### src/rtl/ili9163_pattern_src.sv
// Pixel source for the ILI9163 path: solid, colour bars, checkerboard or framebuffer
// patterns, streamed one pixel per data_req with a fixed two-stage fetch pipeline.
module ili9163_pattern_src #(
    parameter int unsigned WIDTH       = 128,
    parameter int unsigned HEIGHT      = 128,
    parameter int unsigned PIXEL_SIZE  = 16,
    parameter int unsigned CHECK_SHIFT = 4,
    localparam int unsigned RESOLUTION = WIDTH * HEIGHT,
    localparam int unsigned AW         = $clog2(RESOLUTION)
) (
    input  logic                  clk,
    input  logic                  rst,
    input  logic                  start,
    input  logic                  continuous,
    input  logic [1:0]            mode,
    input  logic [PIXEL_SIZE-1:0] color,
    input  logic                  data_req,
    output logic [AW-1:0]         mem_addr,
    input  logic [PIXEL_SIZE-1:0] mem_data,
    output logic [PIXEL_SIZE-1:0] pixel_out,
    output logic                  busy,
    output logic                  frame_done,
    output logic                  frame_tick,
    output logic [7:0]            frame_count,
    output logic                  overrun
);

    localparam int unsigned XW     = $clog2(WIDTH);
    localparam int unsigned YW     = (HEIGHT > 1) ? $clog2(HEIGHT) : 1;
    localparam int unsigned BAR_PX = WIDTH / 8;
    localparam int unsigned BW     = (BAR_PX > 1) ? $clog2(BAR_PX) : 1;

    typedef enum logic [1:0] {ST_IDLE, ST_PREFETCH, ST_STREAM, ST_DONE} state_e;

    state_e                state_q, state_d;
    logic                  pf_q, pf_d;
    logic [XW-1:0]         x_q, x_d;
    logic [YW-1:0]         y_q, y_d;
    logic [AW-1:0]         addr_q, addr_d;
    logic [BW-1:0]         sub_q, sub_d;
    logic [2:0]            bar_q, bar_d;
    logic [1:0]            gap_q, gap_d;
    logic [1:0]            mode_q, mode_d;
    logic [PIXEL_SIZE-1:0] color_q, color_d;
    logic                  cont_q, cont_d;
    logic [PIXEL_SIZE-1:0] p1_q, p1_d;
    logic                  sel1_q, sel1_d;
    logic [PIXEL_SIZE-1:0] pixel_q, pixel_d;
    logic                  busy_q, busy_d;
    logic                  done_q, done_d;
    logic                  tick_q, tick_d;
    logic [7:0]            count_q, count_d;
    logic                  overrun_q, overrun_d;

    logic                  accept_c;
    logic                  drop_c;
    logic [PIXEL_SIZE-1:0] pix_c;
    logic [15:0]           bar_rgb_c;
    logic [31:0]           xs_c, ys_c;
    logic                  chk_c;

    // Pattern value for the current (x, y) under the latched mode
    always_comb begin
        xs_c  = 32'(x_q) >> CHECK_SHIFT;
        ys_c  = 32'(y_q) >> CHECK_SHIFT;
        chk_c = ((xs_c ^ ys_c) & 32'd1) != 32'd0;
        case (bar_q)
            3'd0:    bar_rgb_c = 16'hFFFF;
            3'd1:    bar_rgb_c = 16'hFFE0;
            3'd2:    bar_rgb_c = 16'h07FF;
            3'd3:    bar_rgb_c = 16'h07E0;
            3'd4:    bar_rgb_c = 16'hF81F;
            3'd5:    bar_rgb_c = 16'hF800;
            3'd6:    bar_rgb_c = 16'h001F;
            default: bar_rgb_c = 16'h0000;
        endcase
        case (mode_q)
            2'd0:    pix_c = color_q;
            2'd1:    pix_c = PIXEL_SIZE'(bar_rgb_c);
            2'd2:    pix_c = chk_c ? '0 : color_q;
            default: pix_c = '0;
        endcase
    end

    assign accept_c = (state_q == ST_STREAM) && data_req && (gap_q == 2'd0);
    assign drop_c   = (state_q == ST_STREAM) && data_req && (gap_q != 2'd0);

    always_comb begin
        state_d   = state_q;
        pf_d      = pf_q;
        x_d       = x_q;
        y_d       = y_q;
        addr_d    = addr_q;
        sub_d     = sub_q;
        bar_d     = bar_q;
        gap_d     = gap_q;
        mode_d    = mode_q;
        color_d   = color_q;
        cont_d    = cont_q;
        p1_d      = p1_q;
        sel1_d    = sel1_q;
        pixel_d   = pixel_q;
        count_d   = count_q;
        overrun_d = overrun_q;
        tick_d    = 1'b0;

        if (gap_q != 2'd0) gap_d = gap_q - 2'd1;
        if (drop_c) overrun_d = 1'b1;

        // Stage 1 holds the pattern value, stage 2 picks it or the memory word
        if (state_q == ST_PREFETCH || state_q == ST_STREAM) begin
            p1_d    = pix_c;
            sel1_d  = (mode_q == 2'd3);
            pixel_d = sel1_q ? mem_data : p1_q;
        end

        case (state_q)
            ST_IDLE, ST_DONE: begin
                if (start) begin
                    mode_d  = mode;
                    color_d = color;
                    cont_d  = continuous;
                    x_d     = '0;
                    y_d     = '0;
                    addr_d  = '0;
                    sub_d   = '0;
                    bar_d   = '0;
                    gap_d   = '0;
                    pf_d    = 1'b0;
                    state_d = ST_PREFETCH;
                end
            end
            ST_PREFETCH: begin
                if (pf_q) begin
                    pf_d    = 1'b0;
                    state_d = ST_STREAM;
                end else begin
                    pf_d = 1'b1;
                end
            end
            ST_STREAM: begin
                if (accept_c) begin
                    gap_d = 2'd2;
                    if (addr_q == AW'(RESOLUTION - 1)) begin
                        tick_d  = 1'b1;
                        count_d = count_q + 8'd1;
                        if (cont_q) begin
                            mode_d  = mode;
                            color_d = color;
                            cont_d  = continuous;
                            x_d     = '0;
                            y_d     = '0;
                            addr_d  = '0;
                            sub_d   = '0;
                            bar_d   = '0;
                            pf_d    = 1'b0;
                            state_d = ST_PREFETCH;
                        end else begin
                            state_d = ST_DONE;
                        end
                    end else begin
                        addr_d = addr_q + AW'(1);
                        if (x_q == XW'(WIDTH - 1)) begin
                            x_d   = '0;
                            y_d   = y_q + YW'(1);
                            sub_d = '0;
                            bar_d = '0;
                        end else begin
                            x_d = x_q + XW'(1);
                            if (sub_q == BW'(BAR_PX - 1)) begin
                                sub_d = '0;
                                bar_d = bar_q + 3'd1;
                            end else begin
                                sub_d = sub_q + BW'(1);
                            end
                        end
                    end
                end
            end
            default: state_d = ST_IDLE;
        endcase

        busy_d = (state_d == ST_PREFETCH) || (state_d == ST_STREAM);
        done_d = (state_d == ST_DONE);
    end

    always_ff @(posedge clk or negedge rst) begin
        if (!rst) begin
            state_q   <= ST_IDLE;
            pf_q      <= 1'b0;
            x_q       <= '0;
            y_q       <= '0;
            addr_q    <= '0;
            sub_q     <= '0;
            bar_q     <= '0;
            gap_q     <= '0;
            mode_q    <= '0;
            color_q   <= '0;
            cont_q    <= 1'b0;
            p1_q      <= '0;
            sel1_q    <= 1'b0;
            pixel_q   <= '0;
            busy_q    <= 1'b0;
            done_q    <= 1'b0;
            tick_q    <= 1'b0;
            count_q   <= '0;
            overrun_q <= 1'b0;
        end else begin
            state_q   <= state_d;
            pf_q      <= pf_d;
            x_q       <= x_d;
            y_q       <= y_d;
            addr_q    <= addr_d;
            sub_q     <= sub_d;
            bar_q     <= bar_d;
            gap_q     <= gap_d;
            mode_q    <= mode_d;
            color_q   <= color_d;
            cont_q    <= cont_d;
            p1_q      <= p1_d;
            sel1_q    <= sel1_d;
            pixel_q   <= pixel_d;
            busy_q    <= busy_d;
            done_q    <= done_d;
            tick_q    <= tick_d;
            count_q   <= count_d;
            overrun_q <= overrun_d;
        end
    end

    assign mem_addr    = addr_q;
    assign pixel_out   = pixel_q;
    assign busy        = busy_q;
    assign frame_done  = done_q;
    assign frame_tick  = tick_q;
    assign frame_count = count_q;
    assign overrun     = overrun_q;

endmodule

### config.mk
export PLATFORM = sky130hd
export DESIGN_NAME = ili9163_pattern_src
export DESIGN_NICKNAME = d
export VERILOG_FILES = /design/src/rtl/ili9163_pattern_src.sv
export SDC_FILE = /design/constraint.sdc
export NUM_CORES = 1
export LEC_CHECK = 0
export CAP_MARGIN = 40
export CELL_PAD_IN_SITES_DETAIL_PLACEMENT = 1
export CELL_PAD_IN_SITES_GLOBAL_PLACEMENT = 2
export CORE_ASPECT_RATIO = 0.5
export CORE_UTILIZATION = 37
export DETAILED_ROUTE_END_ITERATION = 10
export PLACE_DENSITY_LB_ADDON = 0.1
export SYNTH_ARGS = -nofsm -noshare
export SYNTH_HDL_FRONTEND = slang
export SYNTH_SLANG_ARGS = --single-unit
### constraint.sdc
create_clock -name clk -period 3.96 [get_ports clk]
set_input_delay 0.594 -clock clk [delete_from_list [all_inputs] [get_ports clk]]
set_output_delay 0.594 -clock clk [all_outputs]
set_load 0.02 [all_outputs]
==> results.tsv <==
stage	metric	value	unit
run_status	status	finished, final reports clean	
clocking	CTS Root Cell	clkbuf_16	
logic_synthesis	Post-Syn Area	4840	µm²
sta	Min Clock Period, post-route	2.70	ns
logic_synthesis	Yosys warning count	0	
finish	Syn-to-layout area delta	26.5	%
finish	Final Cell Area	6120	µm²
critical_path	crit-path cells	clkdlybuf4s50_1, or3b_4, a211oi_4, and3_1, buf_4, mux2_2	
global_route	antenna violations before repair	0	
logic_synthesis	syn_nets	508	
critical_path	CP arrival	2.93	ns
global_route	pin count of the biggest net entering global routing	59	
logic_synthesis	syn avg cell area	10.6	µm²
drt	Routed WL per cell	16.1	µm
placed_design	Area after DPL	5820	µm²
global_route	Global Route Usage Sum	18.0	%
global_route	first-pass GRT wire length	19300	µm
critical_path	path length in cells of the critical path	6	
sta	period utilization	68.1	%
drt	via count	3611	
sta	Worst Tran Pin Value	0.637	ns
floorplan	Starting Density	38.1	%
worst_hold_path	Worst Hold Class	in2async	
drt	post-route ant nets	0	
clocking	postcts setup bufs	0	
clocking	clock sinks	102	
floorplan	Cell Rows	29	
sta	Fin Clk Skew	0.0111	ns
sta	Finish-stage setup viols	0	
drt	Via density	5.10	
critical_path	Worst setup startpoint	data_req	
logic_synthesis	sequential cell area fraction in the yosys report	52.8	%
clocking	clock transition at the registers of the reported paths	0.08	ns
run	Max Cap Viol	0	
finish	fin nets	585	
logic_synthesis	asr flop ratio synth	100	%
sta	Final TNS setup	0	ns
critical_path	Worst Setup Start Kind	input port	
drt	DR iter-0 viols	155	
drt	drt total wl	11400	µm
floorplan	Die H	82.9	µm
floorplan	core area	12700	µm²
finish	flip-flop and latch area	2550	µm²
critical_path	Crit-path slowest cell	clkdlybuf4s50_1	
sta	worst rel slew slack	57.5	%
logic_synthesis	Seq cells post-synth	102	
critical_path	FF-to-FF Start	state_q[1]	
clocking	Max clock buf depth	2	
critical_path	crit path capture	color_q[9]	
placed_design	placer congestion estimate	0.707	
finish	FILL cells	1391	
sta	max-slew violations	0	
placed_design	# placed instances	692	
clocking	H-Tree Depth	3	
sta	RSZ-0062 raised after global routing	false	
critical_path	Buf/Inv on CP	2	
finish	share of cells above drive strength 1	10.6	%
critical_path	worst r2r dst	x_q[5]	
clocking	CTS tree	done	
global_route	vias in the first global route	3858	
drt	Post-route DRC	0	
drt	drt pass-1 iters	4	
finish	Final Util	48.2	%
power_and_ir_drop	P_leak	2.67	nW
floorplan	I/O pin cnt	81	
logic_synthesis	Post-Synthesis Cells	456	
clocking	CTS resizes	0	
power_and_ir_drop	pwr dens	671	nW/µm²
global_route	global route overflow	0	
critical_path	critical path class	in2reg	
critical_path	internal reg-to-reg setup slack	1.30	ns
placed_design	port bufs	80	
logic_synthesis	EDFF count, synth	0	
placed_design	post-DP HPWL	7990	µm
clocking	Clock Latency Late Sink	0.35	ns
critical_path	Worst Path Required	4.19	ns
critical_path	Max FO, Critical Path	19	
finish	Ant. Diodes	0	
finish	non-filler cells, final	708	
power_and_ir_drop	worst ir drop on vdd	282	µV
sta	final hold vios	0	
clocking	Hold Buf Count CTS	0	
critical_path	kind of end point of the critical path	register	
floorplan	Die ar.	13600	µm²
sta	fmax	371	MHz
finish	footprint of the multi-input gates	2120	µm²
floorplan	Die X	164	µm
critical_path	cell family with the largest share of critical-path delay	buffers and inverters	
logic_synthesis	Top FF cell, synth	dfrtp_1	
critical_path	worst r2r path cells	5	
clocking	total CTS buffers	9	
logic_synthesis	post-synthesis cell type count	51	
critical_path	CP max stage delay	0.50	ns
-- layout make-up --
class	count	share of cell area, %
clock buffer	10	3.90
multi-input combinational	320	34.6
inverter	11	0.675
sequential	102	41.7
clock inverter	6	0.981
tap	170	3.48
timing repair buffer	89	14.7
-- cell usage in the layout (no fill, tap or decap), types with 5 or more instances in the layout --
cell type / netlist / final
dfrtp_1: 102 / 102
clkdlybuf4s50_1: 0 / 79
o21ai_0: 58 / 58
nand2_1: 56 / 56
a21oi_1: 28 / 28
mux2_2: 19 / 19
mux2i_1: 18 / 18
nor2_1: 17 / 17
ha_1: 13 / 13
inv_1: 11 / 11
and3_1: 10 / 10
clkbuf_16: 0 / 9
nand4_1: 8 / 8
nor3_1: 8 / 8
xor2_1: 8 / 8
buf_4: 1 / 8
nand3_1: 7 / 7
xnor2_1: 6 / 6
o31ai_1: 6 / 6
or3_1: 5 / 5
-- cells in the mapped netlist, types with 5 or more instances --
| master | n | area, µm² |
|---|---|---|
| dfrtp_1 | 102 | 2550 |
| o21ai_0 | 58 | 290 |
| nand2_1 | 56 | 210 |
| a21oi_1 | 28 | 140 |
| mux2_2 | 19 | 214 |
| mux2i_1 | 18 | 180 |
| nor2_1 | 17 | 63.8 |
| ha_1 | 13 | 163 |
| clkbuf_1 | 12 | 45.0 |
| inv_1 | 11 | 41.3 |
| and3_1 | 10 | 62.6 |
| nand4_1 | 8 | 50.1 |
| nor3_1 | 8 | 40.0 |
| xor2_1 | 8 | 70.1 |
| nand3_1 | 7 | 35.0 |
| buf_2 | 6 | 30.0 |
| o31ai_1 | 6 | 45.0 |
| xnor2_1 | 6 | 52.6 |
| or3_1 | 5 | 31.3 |
-- how the worst min path moves through the flow --
| stage | end | slack (ns) |
|---|---|---|
| CTS | pixel_out[2] | 0.26 |
| global placement | overrun | 0.45 |
| global route | pixel_out[0] | 0.28 |
| detailed placement | overrun | 0.46 |
| floorplan | bar_q[0] | 0.30 |
| finish | pixel_out[4] | 0.24 |
-- flip-flops by register name, indices dropped and copies added, names as in the netlist, 2 cells and up --
register,flops
color_q,16
p1_q,16
pixel_out,16
mem_addr,14
frame_count,8
x_q,7
y_q,5
sub_q,4
bar_q,3
gap_q,2
mode_q,2
state_q,2
-- worst register-to-register path, delay by kind of cell, from the launching register on --
kind	cells	cell delay (ns)
adder cells (fa/ha/maj)	1	0.55
AO/OA/AOI/OAI	3	1.07
AND/OR/NAND/NOR	1	0.48
flip-flops	1	0.45
-- metrics by stage --
step                power [W]  hold WS, ns  worst slack [ns]
finish                0.00411        0.244              1.26
global route          0.00443        0.282              1.03
global placement      0.00318        0.450             0.975
floorplan             0.00272        0.298              1.63
detailed placement    0.00327        0.463             0.929
CTS                   0.00419        0.264              1.28
-- cells by family after synthesis --
logic type / count (synthesis) / synth area share, %
AND/OR/NAND/NOR: 131 / 13.3
buffers and inverters: 34 / 3.49
adder cells (fa/ha/maj): 13 / 3.36
XOR/XNOR: 14 / 2.53
AO/OA/AOI/OAI: 124 / 16.2
flip-flops: 102 / 52.8
multiplexers: 38 / 8.38
-- where the power goes --
part           internal [W]  leakage (nW)  switching [W]  total (W)
combinational      0.000734          1.19       0.000956    0.00169
clock              0.000463         0.149       0.000421   0.000884
sequential          0.00135          1.33       0.000185    0.00153
total               0.00255          2.67        0.00156    0.00411
-- per-layer routing --
layer  GRT usage (%)  routed length, µm  vias up
met5               0                  0        -
met4            4.04                 77        0
met3            4.15                454        7
met2            27.1               4830       65
met1            26.2               6010     1754
li1                -                  -     1785
Note: power is estimated with default switching activity, not from simulation.
